--- config.mk ---
export PLATFORM = sky130hd
export DESIGN_NAME = uart_rx_core
export DESIGN_NICKNAME = d
export VERILOG_FILES = /design/src/rtl/uart_rx_core.sv
export SDC_FILE = /design/constraint.sdc
export NUM_CORES = 1
export LEC_CHECK = 0
export CAP_MARGIN = 15
export CORE_ASPECT_RATIO = 0.6
export CORE_MARGIN = 3
export CORE_UTILIZATION = 57
export DETAILED_ROUTE_END_ITERATION = 7
export GPL_TIMING_DRIVEN = 0
export PLACE_DENSITY = 0.78
export SLEW_MARGIN = 10
export SYNTH_ARGS = -nofsm -noshare
export SYNTH_HDL_FRONTEND = slang
export SYNTH_SLANG_ARGS = --single-unit
--- constraint.sdc ---
create_clock -name CLK -period 2.61 [get_ports CLK]
set_input_delay 0.522 -clock CLK [delete_from_list [all_inputs] [get_ports CLK]]
set_output_delay 0.522 -clock CLK [all_outputs]
set_load 0.01 [all_outputs]
--- src/rtl/uart_rx_core.sv ---
// Purpose: oversampling UART receiver; start, DATA_WIDTH data bits LSB-first, optional parity, one stop bit.
// Latency: start edge seen in IDLE to data_valid = (1 + DATA_WIDTH + PAR_EN) * P + P/2 + 2 CLK cycles.
// Backpressure: none; data_valid/par_err/stop_err are one-cycle strobes the consumer must take when they fire.
// Build option: define UART_RX_MAJORITY_EN to decide each bit by a 2-of-3 vote at edge_cnt P/2-1, P/2, P/2+1.
module uart_rx_core #(
  parameter int DATA_WIDTH = 8
) (
  input  logic                  CLK,
  input  logic                  RST,
  input  logic                  RX_IN,
  input  logic                  PAR_EN,
  input  logic                  PAR_TYP,
  input  logic [5:0]            Prescale,
  output logic [DATA_WIDTH-1:0] P_DATA,
  output logic                  data_valid,
  output logic                  par_err,
  output logic                  stop_err
);

  localparam int BCW = (DATA_WIDTH > 1) ? $clog2(DATA_WIDTH) : 1;
  localparam logic [BCW-1:0] BIT_LAST = BCW'(DATA_WIDTH - 1);

  typedef enum logic [2:0] {
    IDLE   = 3'd0,
    START  = 3'd1,
    DATA   = 3'd2,
    PARITY = 3'd3,
    STOP   = 3'd4
  } state_t;

  state_t                state;
  logic [5:0]            edge_cnt;
  logic [5:0]            p_lat;
  logic [BCW-1:0]        bit_cnt;
  logic [DATA_WIDTH-1:0] shreg;
  logic                  frame_perr;

  logic [5:0]            p_sel;
  logic [5:0]            p_half;
  logic                  is_dec;
  logic                  is_last;
  logic                  bit_val;
  logic                  exp_par;

  // Map the requested oversampling ratio onto the three supported values; anything else runs at 8.
  always_comb begin
    p_sel = 6'd8;
    if (Prescale == 6'd16 || Prescale == 6'd32) begin
      p_sel = Prescale;
    end
  end

  assign p_half  = {1'b0, p_lat[5:1]};
  assign is_dec  = (edge_cnt == p_half + 6'd1);
  assign is_last = (edge_cnt == p_lat - 6'd1);

  // Parity bit the sender should have placed after the data bits just shifted in.
  assign exp_par = (^shreg) ^ PAR_TYP;

`ifdef UART_RX_MAJORITY_EN
  logic samp_a;
  logic samp_b;

  // Capture the two early votes of the current bit; the third vote is the live line at the decision edge.
  always_ff @(posedge CLK or negedge RST) begin
    if (!RST) begin
      samp_a <= 1'b1;
      samp_b <= 1'b1;
    end else if (state != IDLE) begin
      if (edge_cnt == p_half - 6'd1) begin
        samp_a <= RX_IN;
      end
      if (edge_cnt == p_half) begin
        samp_b <= RX_IN;
      end
    end
  end

  assign bit_val = (samp_a & samp_b) | (samp_a & RX_IN) | (samp_b & RX_IN);
`else
  assign bit_val = RX_IN;
`endif

  // Frame FSM with its counters and registered output strobes.
  always_ff @(posedge CLK or negedge RST) begin
    if (!RST) begin
      state      <= IDLE;
      edge_cnt   <= '0;
      bit_cnt    <= '0;
      p_lat      <= 6'd8;
      shreg      <= '0;
      frame_perr <= 1'b0;
      P_DATA     <= '0;
      data_valid <= 1'b0;
      par_err    <= 1'b0;
      stop_err   <= 1'b0;
    end else begin
      data_valid <= 1'b0;
      par_err    <= 1'b0;
      stop_err   <= 1'b0;
      case (state)
        IDLE: begin
          edge_cnt <= '0;
          bit_cnt  <= '0;
          if (!RX_IN) begin
            state      <= START;
            p_lat      <= p_sel;
            frame_perr <= 1'b0;
          end
        end

        START: begin
          if (is_dec && bit_val) begin
            // Line went back high before mid-bit: treat as noise.
            state    <= IDLE;
            edge_cnt <= '0;
          end else if (is_last) begin
            state    <= DATA;
            edge_cnt <= '0;
          end else begin
            edge_cnt <= edge_cnt + 6'd1;
          end
        end

        DATA: begin
          if (is_dec) begin
            shreg <= (shreg >> 1) | (DATA_WIDTH'(bit_val) << (DATA_WIDTH - 1));
          end
          if (is_last) begin
            edge_cnt <= '0;
            if (bit_cnt == BIT_LAST) begin
              bit_cnt <= '0;
              state   <= PAR_EN ? PARITY : STOP;
            end else begin
              bit_cnt <= bit_cnt + BCW'(1);
            end
          end else begin
            edge_cnt <= edge_cnt + 6'd1;
          end
        end

        PARITY: begin
          if (is_dec && (bit_val != exp_par)) begin
            par_err    <= 1'b1;
            frame_perr <= 1'b1;
          end
          if (is_last) begin
            state    <= STOP;
            edge_cnt <= '0;
          end else begin
            edge_cnt <= edge_cnt + 6'd1;
          end
        end

        STOP: begin
          if (is_dec) begin
            if (!bit_val) begin
              stop_err <= 1'b1;
            end else if (!frame_perr) begin
              P_DATA     <= shreg;
              data_valid <= 1'b1;
            end
            // Leave now so a start bit immediately following the stop bit is caught.
            state    <= IDLE;
            edge_cnt <= '0;
          end else begin
            edge_cnt <= edge_cnt + 6'd1;
          end
        end

        default: begin
          state    <= IDLE;
          edge_cnt <= '0;
          bit_cnt  <= '0;
        end
      endcase
    end
  end

endmodule

==> summary.md, run 1 <==
| Metric | Value |
|---|---|
| Crit Path Max Fanout | `8` |
| Syn Area/Cell | `11.10 sq um` |
| Final Skew | `between 4 and 5 ps` |
| Total track usage | `roughly 22%` |
| Worst-Margin Slew | `~830 ps` |
| Post-synth top area share | `41.29%` |
| FP Rows | `16` |
| Clk root buf | `clkbuf_8` |
| CP Class | `flop to flop` |
| Fraction of registers with async set/reset | `between 90% and 100%` |
| Pwr/cell area | `890.7 nW/um^2` |
| Post-DP Area | `~2500 sq um` |
| Fin cells | `278` |
| Largest cells by area after synthesis | `dfrtp_1 (41%), mux2_2 (8.0%), xnor2_1 (5.9%)` |
| Diodes inserted | `0` |
| Peak VDD IR | `about 580 uV` |
| Starting Density | `about 64%` |
| Max-slew violation count | `0` |
| Largest area contributor in the netlist | `dfrtp_1` |
| DIE HEIGHT | `54.58 um` |
| Clk slew on worst S/H paths | `roughly 70 ps` |
| Post-DP HPWL | `roughly 3500 um` |
| Total Routed Length | `around 4600 um` |
| I/O Pins | `22` |
| Yosys Warn Count | `0` |
| Reg-to-Reg End | `P_DATA[1]$_DFFE_PN0P_` |
| Clock Latency Late Sink | `290 ps` |
| Status | `complete, no violations` |
| H-tree depth | `2` |
| DP Worst Slack | `-76.81 ps` |
| Antenna violations before repair | `0` |
| Share of cells above drive strength 1 | `20.17%` |
| DRC Markers | `0` |
| Syn Nets | `219` |
| Post-synth cell types | `50` |
| Grt total ovfl | `0` |
| Yosys reg bits | `38` |
| Final Setup Violations | `0` |
| Tmin final | `2419 ps` |
| Final cycle utilization of the critical path | `92.67%` |
| DR iter-0 viols | `74` |
| Post-synth EDFFs | `0` |
| Startpoint Class | `flop` |
| CTS buffer count | `5` |
| First-pass GRT wire length | `7652 um` |
| Placeable Area | `3503 sq um` |
| Setup ws final | `roughly 190 ps` |
| CTS Buffer Depth | `2` |
| PortBufs | `20` |
| HP Class | `input pin to async pin` |
| Final Wtd Congestion | `~0.9` |
| Largest net degree at the start of global routing | `39` |
| Die ar. | `about 4700 sq um` |
| CTS tree | `built` |
| Arr. time, crit path | `roughly 2600 ps` |
| Commonest cells after routing, fill and taps aside | `dfrtp_1 (37), clkdlybuf4s50_1 (19), mux2_2 (16)` |
| Sequential area share after synthesis | `between 40% and 50%` |
| Syn Std Cell Area | `around 2200 sq um` |
| Req. time, crit path | `about 2800 ps` |
| Worst r2r src | `p_lat[1]$_DFFE_PN0P_` |
| Total Nets Final | `249` |
| Hold-fix buffers, CTS | `0` |
| Via-per-instance ratio | `~6.1` |
| Vias in the first global route | `1534` |
| Final TNS setup | `0 ps` |
| Rel. slew slack | `between 40% and 50%` |
| Dpl cells | `between 200 and 300` |
| Flop2flop setup slack | `between 150 and 200 ps` |
| RSZ-0062 raised after global routing | `false` |
| Max_cap viols | `0` |
| Area growth, synth to finish | `17.02%` |
| Design area | `2624 sq um` |
| Routed wire per std cell | `16.67 um` |
| Main synth FF type | `dfrtp_1` |
| Die Width | `86.97 um` |
| TritonRoute pass-1 iters | `5` |
| Vias post-DR | `around 1700` |
| Most common cell after layout, fill and taps aside | `dfrtp_1` |
| Lkg Pwr | `roughly 1.2 nW` |
| Antenna viol nets, final | `0` |
| Sink Count | `38` |
| Final Hold Viols | `0` |
| FMAX | `between 0.4 and 0.5 GHz` |
| Worst Reg-to-Reg Cells | `7` |
| CP endpoint kind | `flop` |
| Fin util | `between 70% and 80%` |
| Cells after Synth | `~200` |
[worst max-delay path, stage by stage, from the launching register on]
cell,delay (ps)
dfrtp_1,430
ha_1,290
o21ba_2,220
a22oi_1,310
nor2_2,180
nor4_4,300
buf_4,210
mux2_2,350
[report_power, final]
group	leakage [nW]	internal, mW	switching, mW	total (mW)
clock network	0.0482	0.213	0.205	0.418
registers	0.516	0.688	0.103	0.791
logic	0.606	0.473	0.655	1.13
[stage by stage]
| step | hold WS, ps | power [mW] |
|---|---|---|
| after floorplan | 226.4 | 1.644 |
| final | 328.5 | 2.337 |
| after detailed placement | 453.5 | 1.883 |
| after global routing | 396.5 | 2.478 |
| after CTS | 365.0 | 2.310 |
| after global placement | 440.5 | 1.825 |
[final cells by class]
cell class	instances	area (sq um)
clock inverter	1	5.005
inverter	7	26.28
tap	45	56.30
timing repair buffer	23	217.7
fill	231	879.6
multi-input combinational	148	1231
sequential	38	952.2
clock buffer	7	86.33
buffer	9	48.80
[cells by family after synthesis]
| logic type | after synthesis | share of synthesized area, % |
|---|---|---|
| muxes | 19 | 9.375 |
| xor gates and xnor gates | 26 | 11.11 |
| adders and majority gates | 6 | 3.348 |
| AOI/OAI and AO/OA | 37 | 12.50 |
| and+or+nand+nor | 60 | 17.86 |
| buffers and inverters | 16 | 3.348 |
| DFF | 38 | 42.47 |
[state kept, by name (all words and copies together) (netlist names)]
register	flops
state	3
shreg	8
edge_cnt	6
data_valid	1
stop_err	1
P_DATA	8
frame_perr	1
p_lat	6
bit_cnt	3
par_err	1
[repair_timing]
| action | in CTS | in global routing |
|---|---|---|
| pin swaps | 2 | 0 |
| setup endpoints to repair | 12 | 6 |
| gates resized for setup | 0 | 2 |
| buffers inserted | 3 | 0 |
| cloned | 0 | 0 |
| hold endpoints to repair | 0 | 0 |
[metal layers]
metal | global-route usage [%] | vias to the layer above | share of wire, %
li1 | - | 794 | -
met1 | 33.02 | 809 | 49
met2 | 30.48 | 69 | 41
met3 | 5.414 | 11 | 9.0
met4 | 6.218 | 0 | 1.0
met5 | 0 | - | 0
[Yosys cell counts (4+ instances only)]
master     n
nor2b_1    5
o22ai_1    8
nor2_1    10
inv_1      7
xor2_1     9
nand2b_1   6
nand2_1    4
o21ai_0    8
or3_1      8
xnor2_1   15
mux2_2    16
nand3_1    8
dfrtp_1   37
ha_1       6
[worst max path at each step]
stage          cells past startpoint               endpoint                  from  slack, ps
3_3_place_gp                       7  P_DATA[0]$_DFFE_PN0P_  p_lat[1]$_DFFE_PN0P_        -20
4_1_cts                            7  edge_cnt[2]$_DFF_PN0_  p_lat[1]$_DFFE_PN0P_         10
5_1_grt                            8  P_DATA[7]$_DFFE_PN0P_  p_lat[1]$_DFFE_PN0P_         20
2_1_floorplan                      7  P_DATA[0]$_DFFE_PN0P_  p_lat[1]$_DFFE_PN0P_        240
6_report                           7  P_DATA[1]$_DFFE_PN0P_  p_lat[1]$_DFFE_PN0P_        190
3_5_place_dp                       7  P_DATA[1]$_DFFE_PN0P_  p_lat[1]$_DFFE_PN0P_        -80
(Power assumes the default switching activity.)
==> run 2, diff against run 1 <==
--- a/config.mk
+++ b/config.mk
@@ -9,6 +9,7 @@
 export CORE_ASPECT_RATIO = 0.6
 export CORE_MARGIN = 3
 export CORE_UTILIZATION = 57
+export CTS_BUF_LIST = sky130_fd_sc_hd__clkbuf_16
 export DETAILED_ROUTE_END_ITERATION = 7
 export GPL_TIMING_DRIVEN = 0
 export PLACE_DENSITY = 0.78
==> run 2 against run 1 <==
  * Fmax about the same
  * First-iteration DRC count up 35%
  * Highest routed layer unchanged
  * Clock power up 34%
  * Sequential cell count is the same
  * Worst hold slack improved by 15 ps
  * Core utilization grew 1.3 points
  * Die area did not move
  * Largest power group unchanged
  * Register-to-register slack is essentially flat
  * Critical endpoint unchanged
  * Sequential share of layout area shrank 0.63 points
  * Final cell count unchanged
  * Non-clock buffer count unchanged
  * Count of clock-buffer cells in the layout is 2 lower
==> summary.md, run 2 (synthesized netlist as in run 1, its figures left out) <==
| Metric | Value |
|---|---|
| Internal | `roughly 1.5 mW` |
| Clock Latency Late Sink | `~280 ps` |
| Total Routed Length | `~4700 um` |
| Design area | `2670 sq um` |
| Vias in the first global route | `around 1500` |
| Fin Hold WS | `around 340 ps` |
| Commonest cells after routing, fill and taps aside | `dfrtp_1 (37), clkdlybuf4s50_1 (19), mux2_2 (16)` |
| Vias post-DR | `1688` |
| Net Switching | `0.9804 mW` |
| CP Class | `flop to flop` |
| Largest net degree at the start of global routing | `39` |
| Routed wire per std cell | `16.80 um` |
| DRC Markers | `0` |
| Final Hold Viols | `0` |
| Startpoint Class | `flop` |
| Worst-Margin Slew | `approximately 850 ps` |
| Total power | `roughly 2.5 mW` |
| Lkg Pwr | `~1.2 nW` |
| Via-per-instance ratio | `between 6 and 7` |
| Most common cell after layout, fill and taps aside | `dfrtp_1` |
| Placeable Area | `approximately 3500 sq um` |
| Total Nets Final | `between 200 and 250` |
| CP endpoint kind | `flop` |
| Fin util | `76.21%` |
| Top Registers | `P_DATA: 8 flops, shreg: 8 flops` |
| Sw frac | `39.41%` |
| Peak VDD IR | `601.6 uV` |
| Final Skew | `roughly 4.6 ps` |
| Status | `complete, no violations` |
| DR iter-0 viols | `100` |
| I/O Pins | `22` |
| Die Width | `about 87 um` |
| Req. time, crit path | `roughly 2800 ps` |
| Tmin final | `about 2400 ps` |
| Arr. time, crit path | `2580 ps` |
| FP Rows | `16` |
| Starting Density | `roughly 64%` |
| Crit Path Max Fanout | `8` |
| Clock network fraction of design power | `around 23%` |
| Post-DP Area | `around 2500 sq um` |
| Post-DP HPWL | `approximately 3500 um` |
| Rel. slew slack | `approximately 43%` |
| Grt total ovfl | `0` |
| Area growth, synth to finish | `19.08%` |
| H-tree depth | `2` |
| Die ar. | `between 4000 and 5000 sq um` |
| Final cycle utilization of the critical path | `approximately 90%` |
| Max_cap viols | `0` |
| Final Wtd Congestion | `between 0.8 and 0.9` |
| Clk root buf | `clkbuf_16` |
| Clk slew on worst S/H paths | `around 50 ps` |
| TritonRoute pass-1 iters | `5` |
| Gate power share | `a little under half` |
| Pwr/cell area | `about 930 nW/um^2` |
| Final Setup Violations | `0` |
| Diodes inserted | `0` |
| Antenna viol nets, final | `0` |
| Total track usage | `a little over a fifth` |
| Antenna violations before repair | `0` |
| PortBufs | `20` |
| CTS tree | `built` |
| DIE HEIGHT | `~55 um` |
| Seq pwr share | `about a third` |
| HP Class | `input pin to async pin` |
| Max-slew violation count | `0` |
| Sink Count | `38` |
| Share of cells above drive strength 1 | `between 10% and 20%` |
| CTS buffer count | `5` |
| First-pass GRT wire length | `around 7600 um` |
| RSZ-0062 raised after global routing | `false` |
| CTS Buffer Depth | `2` |
| FMAX | `between 0.4 and 0.5 GHz` |
-- run 2: final timing paths --
kind	start	endpoint	slack (ps)	cells after the start
setup / recovery	p_lat[1]$_DFFE_PN0P_	P_DATA[1]$_DFFE_PN0P_	190	7
hold / removal	RST	p_lat[2]$_DFFE_PN0P_	340	1
setup reg to reg	p_lat[1]$_DFFE_PN0P_	P_DATA[1]$_DFFE_PN0P_	190	7
hold reg to reg	frame_perr$_DFFE_PN0P_	data_valid$_DFF_PN0_	470	1
max in group asynchronous	RST	edge_cnt[3]$_DFF_PN0_	1740	1
min in group CLK	frame_perr$_DFFE_PN0P_	data_valid$_DFF_PN0_	470	1
-- run 2: metal layers --
layer,global-route usage (%),vias up,share of wire (%)
met4,5.440,0,0.90
met2,31.49,55,42
li1,-,803,-
met5,0,-,0
met1,32.89,822,51
met3,5.113,8,6.3
-- run 2: area by class of cell --
cell class / count / area, sq um
buffer: 9 / 48.80
timing repair buffer: 23 / 217.7
inverter: 7 / 26.28
fill: 226 / 833.3
multi-input combinational: 148 / 1231
sequential: 38 / 952.2
tap: 45 / 56.30
clock buffer: 5 / 125.1
clock inverter: 3 / 12.51
-- run 2: power by group through the flow --
stage,logic [mW],registers (mW),clock network [mW]
floorplan,0.872,0.771,0
global placement,1.03,0.791,0
detailed placement,1.08,0.801,0
CTS,1.10,0.792,0.571
global route,1.22,0.810,0.598
finish,1.13,0.794,0.559
-- run 2: metrics by stage --
step	TNS (ps)	worst slack, ps	cells
after floorplan	0	239.9	202
after global placement	-121.6	-17.79	267
after detailed placement	-544.5	-76.81	267
after CTS	0	14.32	278
after global routing	0	23.90	278
final	0	193.3	278
-- run 2: critical path, stage by stage (launching register included) --
cell	delay [ps]
dfrtp_1	430
ha_1	290
o21ba_2	220
a22oi_1	310
nor2_2	180
nor4_4	300
buf_4	210
mux2_2	350
-- run 2: what timing repair did --
| action | 4_1_cts | 5_1_grt |
|---|---|---|
| pin swaps | 2 | 0 |
| setup buffers | 3 | 0 |
| hold buffers | 0 | 0 |
| resized for setup | 0 | 2 |
| setup endpoints to repair | 12 | 6 |
